===== config.mk =====
export PLATFORM = sky130hd
export DESIGN_NAME = serial_adder_flat
export DESIGN_NICKNAME = d
export VERILOG_FILES = /design/src/rtl/serial_adder_if.sv /design/src/rtl/serial_adder.sv /design/src/flat_wrapper.sv
export SDC_FILE = /design/constraint.sdc
export NUM_CORES = 1
export LEC_CHECK = 0
export ABC_AREA = 1
export BUFFER_PORTS_ARGS = -buffer_cell sky130_fd_sc_hd__buf_2
export CAP_MARGIN = 20
export CORE_ASPECT_RATIO = 0.5
export CORE_MARGIN = 4
export CORE_UTILIZATION = 54
export DETAILED_ROUTE_END_ITERATION = 8
export GPL_ROUTABILITY_DRIVEN = 0
export PLACE_DENSITY = 0.87
export SETUP_SLACK_MARGIN = 0.05
export SYNTH_ARGS = -nofsm -noshare
export SYNTH_HDL_FRONTEND = slang
export SYNTH_SLANG_ARGS = --single-unit

===== constraint.sdc =====
create_clock -name clk -period 1.35 [get_ports clk]
set_input_delay 0.135 -clock clk [delete_from_list [all_inputs] [get_ports clk]]
set_output_delay 0.135 -clock clk [all_outputs]
set_load 0.005 [all_outputs]

===== src/rtl/serial_adder_if.sv =====
// Request/result bundle for the bit-serial adder.
// SERIAL_ADDER_OVF_EN adds the signed-overflow result line.
interface serial_adder_if #(
    parameter int WIDTH = 8
);
    logic             start;
    logic [WIDTH-1:0] a;
    logic [WIDTH-1:0] b;
    logic             cin;
    logic             busy;
    logic             done;
    logic [WIDTH-1:0] sum;
    logic             cout;
`ifdef SERIAL_ADDER_OVF_EN
    logic             ovf;

    modport master (
        output start, a, b, cin,
        input  busy, done, sum, cout, ovf
    );

    modport slave (
        input  start, a, b, cin,
        output busy, done, sum, cout, ovf
    );
`else
    modport master (
        output start, a, b, cin,
        input  busy, done, sum, cout
    );

    modport slave (
        input  start, a, b, cin,
        output busy, done, sum, cout
    );
`endif
endinterface


===== src/rtl/serial_adder.sv =====
// Bit-serial ripple adder: one full-adder cell, LSB first, WIDTH cycles.
// SERIAL_ADDER_OVF_EN enables the registered signed-overflow output.
module serial_adder #(
    parameter int WIDTH = 8
) (
    input  logic          clk,
    input  logic          reset,
    serial_adder_if.slave bus
);
    localparam int CW = $clog2(WIDTH) + 1;
    localparam logic [CW-1:0] LAST = CW'(WIDTH - 1);

    typedef enum logic [1:0] {IDLE, RUN, DONE} state_t;

    state_t           state_q, state_d;
    logic [CW-1:0]    cnt_q, cnt_d;
    logic [WIDTH-1:0] a_q, a_d;
    logic [WIDTH-1:0] b_q, b_d;
    logic [WIDTH-1:0] sr_q, sr_d;
    logic             c_q, c_d;
    logic [WIDTH-1:0] sum_q, sum_d;
    logic             cout_q, cout_d;
`ifdef SERIAL_ADDER_OVF_EN
    logic             ovf_q, ovf_d;
`endif

    logic s_bit;
    logic c_nxt;

    assign s_bit = a_q[0] ^ b_q[0] ^ c_q;
    assign c_nxt = (a_q[0] & b_q[0]) | (a_q[0] & c_q) | (b_q[0] & c_q);

    assign bus.busy = (state_q != IDLE);
    assign bus.done = (state_q == DONE);
    assign bus.sum  = sum_q;
    assign bus.cout = cout_q;
`ifdef SERIAL_ADDER_OVF_EN
    assign bus.ovf  = ovf_q;
`endif

    // Next state: capture on start, add one bit per RUN cycle, publish at the last bit.
    always_comb begin
        state_d = state_q;
        cnt_d   = cnt_q;
        a_d     = a_q;
        b_d     = b_q;
        sr_d    = sr_q;
        c_d     = c_q;
        sum_d   = sum_q;
        cout_d  = cout_q;
`ifdef SERIAL_ADDER_OVF_EN
        ovf_d   = ovf_q;
`endif
        unique case (state_q)
            IDLE: begin
                if (bus.start) begin
                    a_d     = bus.a;
                    b_d     = bus.b;
                    c_d     = bus.cin;
                    cnt_d   = '0;
                    state_d = RUN;
                end
            end
            RUN: begin
                a_d   = a_q >> 1;
                b_d   = b_q >> 1;
                c_d   = c_nxt;
                sr_d  = {s_bit, sr_q[WIDTH-1:1]};
                cnt_d = cnt_q + CW'(1);
                if (cnt_q == LAST) begin
                    sum_d   = {s_bit, sr_q[WIDTH-1:1]};
                    cout_d  = c_nxt;
`ifdef SERIAL_ADDER_OVF_EN
                    // c_q is the carry into the MSB while bit WIDTH-1 is added.
                    ovf_d   = c_q ^ c_nxt;
`endif
                    state_d = DONE;
                end
            end
            DONE: begin
                state_d = IDLE;
            end
            default: begin
                state_d = IDLE;
            end
        endcase
    end

    // State and datapath registers with synchronous reset.
    always_ff @(posedge clk) begin
        if (reset) begin
            state_q <= IDLE;
            cnt_q   <= '0;
            a_q     <= '0;
            b_q     <= '0;
            sr_q    <= '0;
            c_q     <= 1'b0;
            sum_q   <= '0;
            cout_q  <= 1'b0;
`ifdef SERIAL_ADDER_OVF_EN
            ovf_q   <= 1'b0;
`endif
        end else begin
            state_q <= state_d;
            cnt_q   <= cnt_d;
            a_q     <= a_d;
            b_q     <= b_d;
            sr_q    <= sr_d;
            c_q     <= c_d;
            sum_q   <= sum_d;
            cout_q  <= cout_d;
`ifdef SERIAL_ADDER_OVF_EN
            ovf_q   <= ovf_d;
`endif
        end
    end
endmodule


===== src/flat_wrapper.sv =====
// flat-port wrapper written by rule: the top's interface ports become plain ports
module serial_adder_flat 
#(
    parameter int WIDTH = 8
)
  (clk, reset, bus_start, bus_a, bus_b, bus_cin, bus_busy, bus_done, bus_sum, bus_cout);
  serial_adder_if #(.WIDTH(WIDTH)) bus_i ();
  input  logic clk;
  input  logic reset;
  input wire logic [$bits(bus_i.start)-1:0] bus_start;
  input wire logic [$bits(bus_i.a)-1:0] bus_a;
  input wire logic [$bits(bus_i.b)-1:0] bus_b;
  input wire logic [$bits(bus_i.cin)-1:0] bus_cin;
  output wire logic [$bits(bus_i.busy)-1:0] bus_busy;
  output wire logic [$bits(bus_i.done)-1:0] bus_done;
  output wire logic [$bits(bus_i.sum)-1:0] bus_sum;
  output wire logic [$bits(bus_i.cout)-1:0] bus_cout;
  assign bus_i.start = bus_start;
  assign bus_i.a = bus_a;
  assign bus_i.b = bus_b;
  assign bus_i.cin = bus_cin;
  assign bus_busy = bus_i.busy;
  assign bus_done = bus_i.done;
  assign bus_sum = bus_i.sum;
  assign bus_cout = bus_i.cout;
  serial_adder #(.WIDTH(WIDTH)) u_core (.clk(clk), .reset(reset), .bus(bus_i));
endmodule

==> metrics.json <==
{
  "maxCapViolCount": 0,
  "tritoncts_clock_tree": "yes",
  "number_of_i_o_port_buffers": 30,
  "total_switching_power_uw": 617,
  "power.share.sequential_pct": 46.0,
  "register_area_um2": 786,
  "setup_viol": 0,
  "netlist_area_before_placement_mm2": 0.00172,
  "n_fill_cell": 229,
  "drt.antenna.violating_nets": 0,
  "clock_insertion_delay_worst_skew_ns": 0.30,
  "max-clock-path-buffers": 2,
  "syn_nets": 259,
  "die_x_um": 87.8,
  "cts.sinks": 39,
  "setup-tns-final_ns": 0,
  "dp_hpwl_um": 2800,
  "max_slew_margin_pct": 66.9,
  "status": "finished, final reports clean",
  "grt_antenna_before_repair": 0,
  "layout-area-overhead-vs-synth_pct": 27.4,
  "layout_min_cycle_time_ns": 1.28,
  "wire_length_of_the_first_global_routing_pass_um": 6590,
  "synth_warnings": 0,
  "grt_max_degree": 20,
  "cts_hold_repair.buffers": 0,
  "skew_ns": 0.00859,
  "worst-path-max-fanout": 6,
  "grt_pass1_vias": 1537,
  "detail_route.drc_violations": 0,
  "finalNetCount": 309,
  "rsz0062_at_grt": "no",
  "synth_sequential_area_ratio_pct": 45.4,
  "worst_pin_slew_ns": 0.496,
  "cp.arrival_ns": 1.15,
  "power.share.combinational_pct": 11.6,
  "power_leakage_uw": 0.00110,
  "grt_overflow_total": 0,
  "final_layout_size_suffix_gt1_share_pct": 27.1,
  "cts_inserted_buffers": 5,
  "core_region_area_mm2": 0.00303,
  "die-area_mm2": 0.00421,
  "placement_rows": 14,
  "drt-pass1-iter-count": 4,
  "num_antenna_cells": 0,
  "dieHeight_um": 47.9,
  "worst-setup-path-type": "reg2out",
  "period_share_pct": 95.1,
  "average_cell_area_after_synthesis_um2": 7.26,
  "endpoint_kind": "output pin",
  "required_worst_endpoint_ns": 1.22,
  "hold_path.class": "in2reg",
  "final-hold-violation-count": 0,
  "worst_hold_slack_ns": 0.120,
  "clk_pin_slew_ns": 0.08,
  "final_max_slew_viol_count": 0,
  "multiInputGateArea_um2": 786,
  "pin_count": 31,
  "power_per_cell_area_mw_per_mm2": 1230,
  "htree_num_levels": 2,
  "drt-total-wl_um": 4410,
  "clock_power_share_pct": 42.5,
  "drt_first_iter_violations": 153,
  "num_vias": 1698,
  "grtUsageTotal_pct": 20.9,
  "drt-vias-per-instance": 5.18,
  "internal-power_uw": 2080,
  "synth-seq-cells": 39,
  "clock_root_buffer": "sky130_fd_sc_hd__clkbuf_8",
  "min_delay_path_depth": 3,
  "highest_clock_frequency_the_design_can_meet_mhz": 779,
  "synth_cell_types": 20,
  "synth_cells": 237,
  "timing.critical_path.from_type": "flop",
  "power.share.switching_pct": 22.9,
  "route.detailed.wl_per_inst_um": 13.5,
  "effective_utilization_at_floorplan_pct": 56.8,
  "reg2reg_depth": 7,
  "max_rail_drop_vdd_mv": 0.854
}
-- worst max-delay path: stages, from the launching register on --
cell and delay, ns:
sky130_fd_sc_hd__dfxtp_2 0.34, sky130_fd_sc_hd__buf_6 0.13, sky130_fd_sc_hd__nor2_4 0.11, sky130_fd_sc_hd__buf_6 0.13, sky130_fd_sc_hd__inv_2 0.03, sky130_fd_sc_hd__buf_2 0.11
-- Yosys cell counts --
| library cell | instances | share of area, % |
|---|---|---|
| sky130_fd_sc_hd__a21oi_1 | 10 | 2.9 |
| sky130_fd_sc_hd__buf_12 | 2 | 2.3 |
| sky130_fd_sc_hd__buf_2 | 3 | 0.87 |
| sky130_fd_sc_hd__buf_4 | 2 | 0.87 |
| sky130_fd_sc_hd__buf_8 | 1 | 0.87 |
| sky130_fd_sc_hd__clkbuf_1 | 2 | 0.44 |
| sky130_fd_sc_hd__dfxtp_1 | 39 | 45 |
| sky130_fd_sc_hd__fa_1 | 1 | 1.2 |
| sky130_fd_sc_hd__ha_1 | 1 | 0.73 |
| sky130_fd_sc_hd__inv_1 | 19 | 4.1 |
| sky130_fd_sc_hd__inv_2 | 2 | 0.44 |
| sky130_fd_sc_hd__nand2_1 | 61 | 13 |
| sky130_fd_sc_hd__nand2_2 | 3 | 1.1 |
| sky130_fd_sc_hd__nand2_4 | 1 | 0.65 |
| sky130_fd_sc_hd__nand3_1 | 42 | 12 |
| sky130_fd_sc_hd__nor2_1 | 35 | 7.6 |
| sky130_fd_sc_hd__nor2_2 | 1 | 0.36 |
| sky130_fd_sc_hd__nor2_4 | 3 | 2.0 |
| sky130_fd_sc_hd__o21ai_0 | 8 | 2.3 |
| sky130_fd_sc_hd__o21ai_1 | 1 | 0.29 |
-- power by group through the flow --
stage	Combinational (µW)	Sequential, µW	Clock [µW]
floorplan	197	1250	0
global placement	259	1260	0
detailed placement	270	1260	0
CTS	289	1240	1150
global route	345	1240	1200
finish	312	1240	1140
-- logic make-up after synthesis --
group | Yosys count | synth area share [%]
AO/OA/AOI/OAI | 19 | 5.53
adder cells (fa/ha/maj) | 2 | 1.89
AND/OR/NAND/NOR | 146 | 37.2
buffers and inverters | 31 | 9.96
flip-flops | 39 | 45.4
-- flip-flops by register name, summed over array words and instances, names as in the netlist --
name             flops
u_core.c_q           1
u_core.sr_q          7
u_core.state_q       2
u_core.bus.cout      1
u_core.a_q           8
u_core.b_q           8
u_core.cnt_q         4
u_core.bus.sum       8
-- final cells by class --
type	instances	share of cell area (%)
multi-input cells	167	35.8
repair buffers	53	16.4
clock inverters	2	2.74
well taps	40	2.28
inverters	21	3.60
flip-flops and latches	39	35.8
clock buffers	6	3.31
-- path summary, 6_finish.rpt --
| kind | start | to | slack, ns |
|---|---|---|---|
| setup reg to reg | u_core.cnt_q[1] | u_core.bus.sum[1] | 0.07 |
| hold reg to reg | u_core.sr_q[7] | u_core.bus.sum[6] | 0.46 |
| setup / recovery | u_core.state_q[1] | bus_busy | 0.07 |
| hold / removal | bus_b[7] | u_core.b_q[7] | 0.12 |
-- per-stage QoR --
step / area (µm²) / utilization [%] / power (µW) / worst slack, ns / instances
6_report: 2190 / 72.3 / 2690 / 0.0660 / 328
5_1_grt: 2190 / 72.3 / 2790 / 0.00274 / 328
2_1_floorplan: 1720 / - / 1450 / 0.185 / 237
4_1_cts: 2100 / 69.4 / 2680 / 0.0439 / 321
3_3_place_gp: 1930 / 63.7 / 1520 / 0.160 / 309
3_5_place_dp: 1930 / 63.7 / 1530 / 0.0485 / 309
-- cell usage in the layout, fill, tap and decap left out, types with 3 or more instances in the layout --
cell and instances:
sky130_fd_sc_hd__buf_2 30, sky130_fd_sc_hd__buf_6 3, sky130_fd_sc_hd__clkbuf_8 5, sky130_fd_sc_hd__inv_1 18, sky130_fd_sc_hd__o21ai_0 8, sky130_fd_sc_hd__nand2_2 4, sky130_fd_sc_hd__nand2_1 59, sky130_fd_sc_hd__dfxtp_1 35
sky130_fd_sc_hd__dfxtp_2 4, sky130_fd_sc_hd__buf_4 18, sky130_fd_sc_hd__inv_2 3, sky130_fd_sc_hd__nand3_1 42, sky130_fd_sc_hd__nor2_1 35, sky130_fd_sc_hd__nor2_4 4, sky130_fd_sc_hd__a21oi_1 10
-- layer usage --
layer	up-vias	global-route usage, %	share of wire (%)
li1	844	-	-
met1	778	23.3	40
met2	66	36.8	51
met3	10	7.56	7.0
met4	0	10.4	2.2
met5	-	0	0
-- what timing repair did --
item | CTS | global route
buffers inserted | 4 | 7
pin swaps | 1 | 3
endpoints found under the setup margin | 7 | 12
resized for setup | 3 | 10
Power figures use the tool's default switching activity.
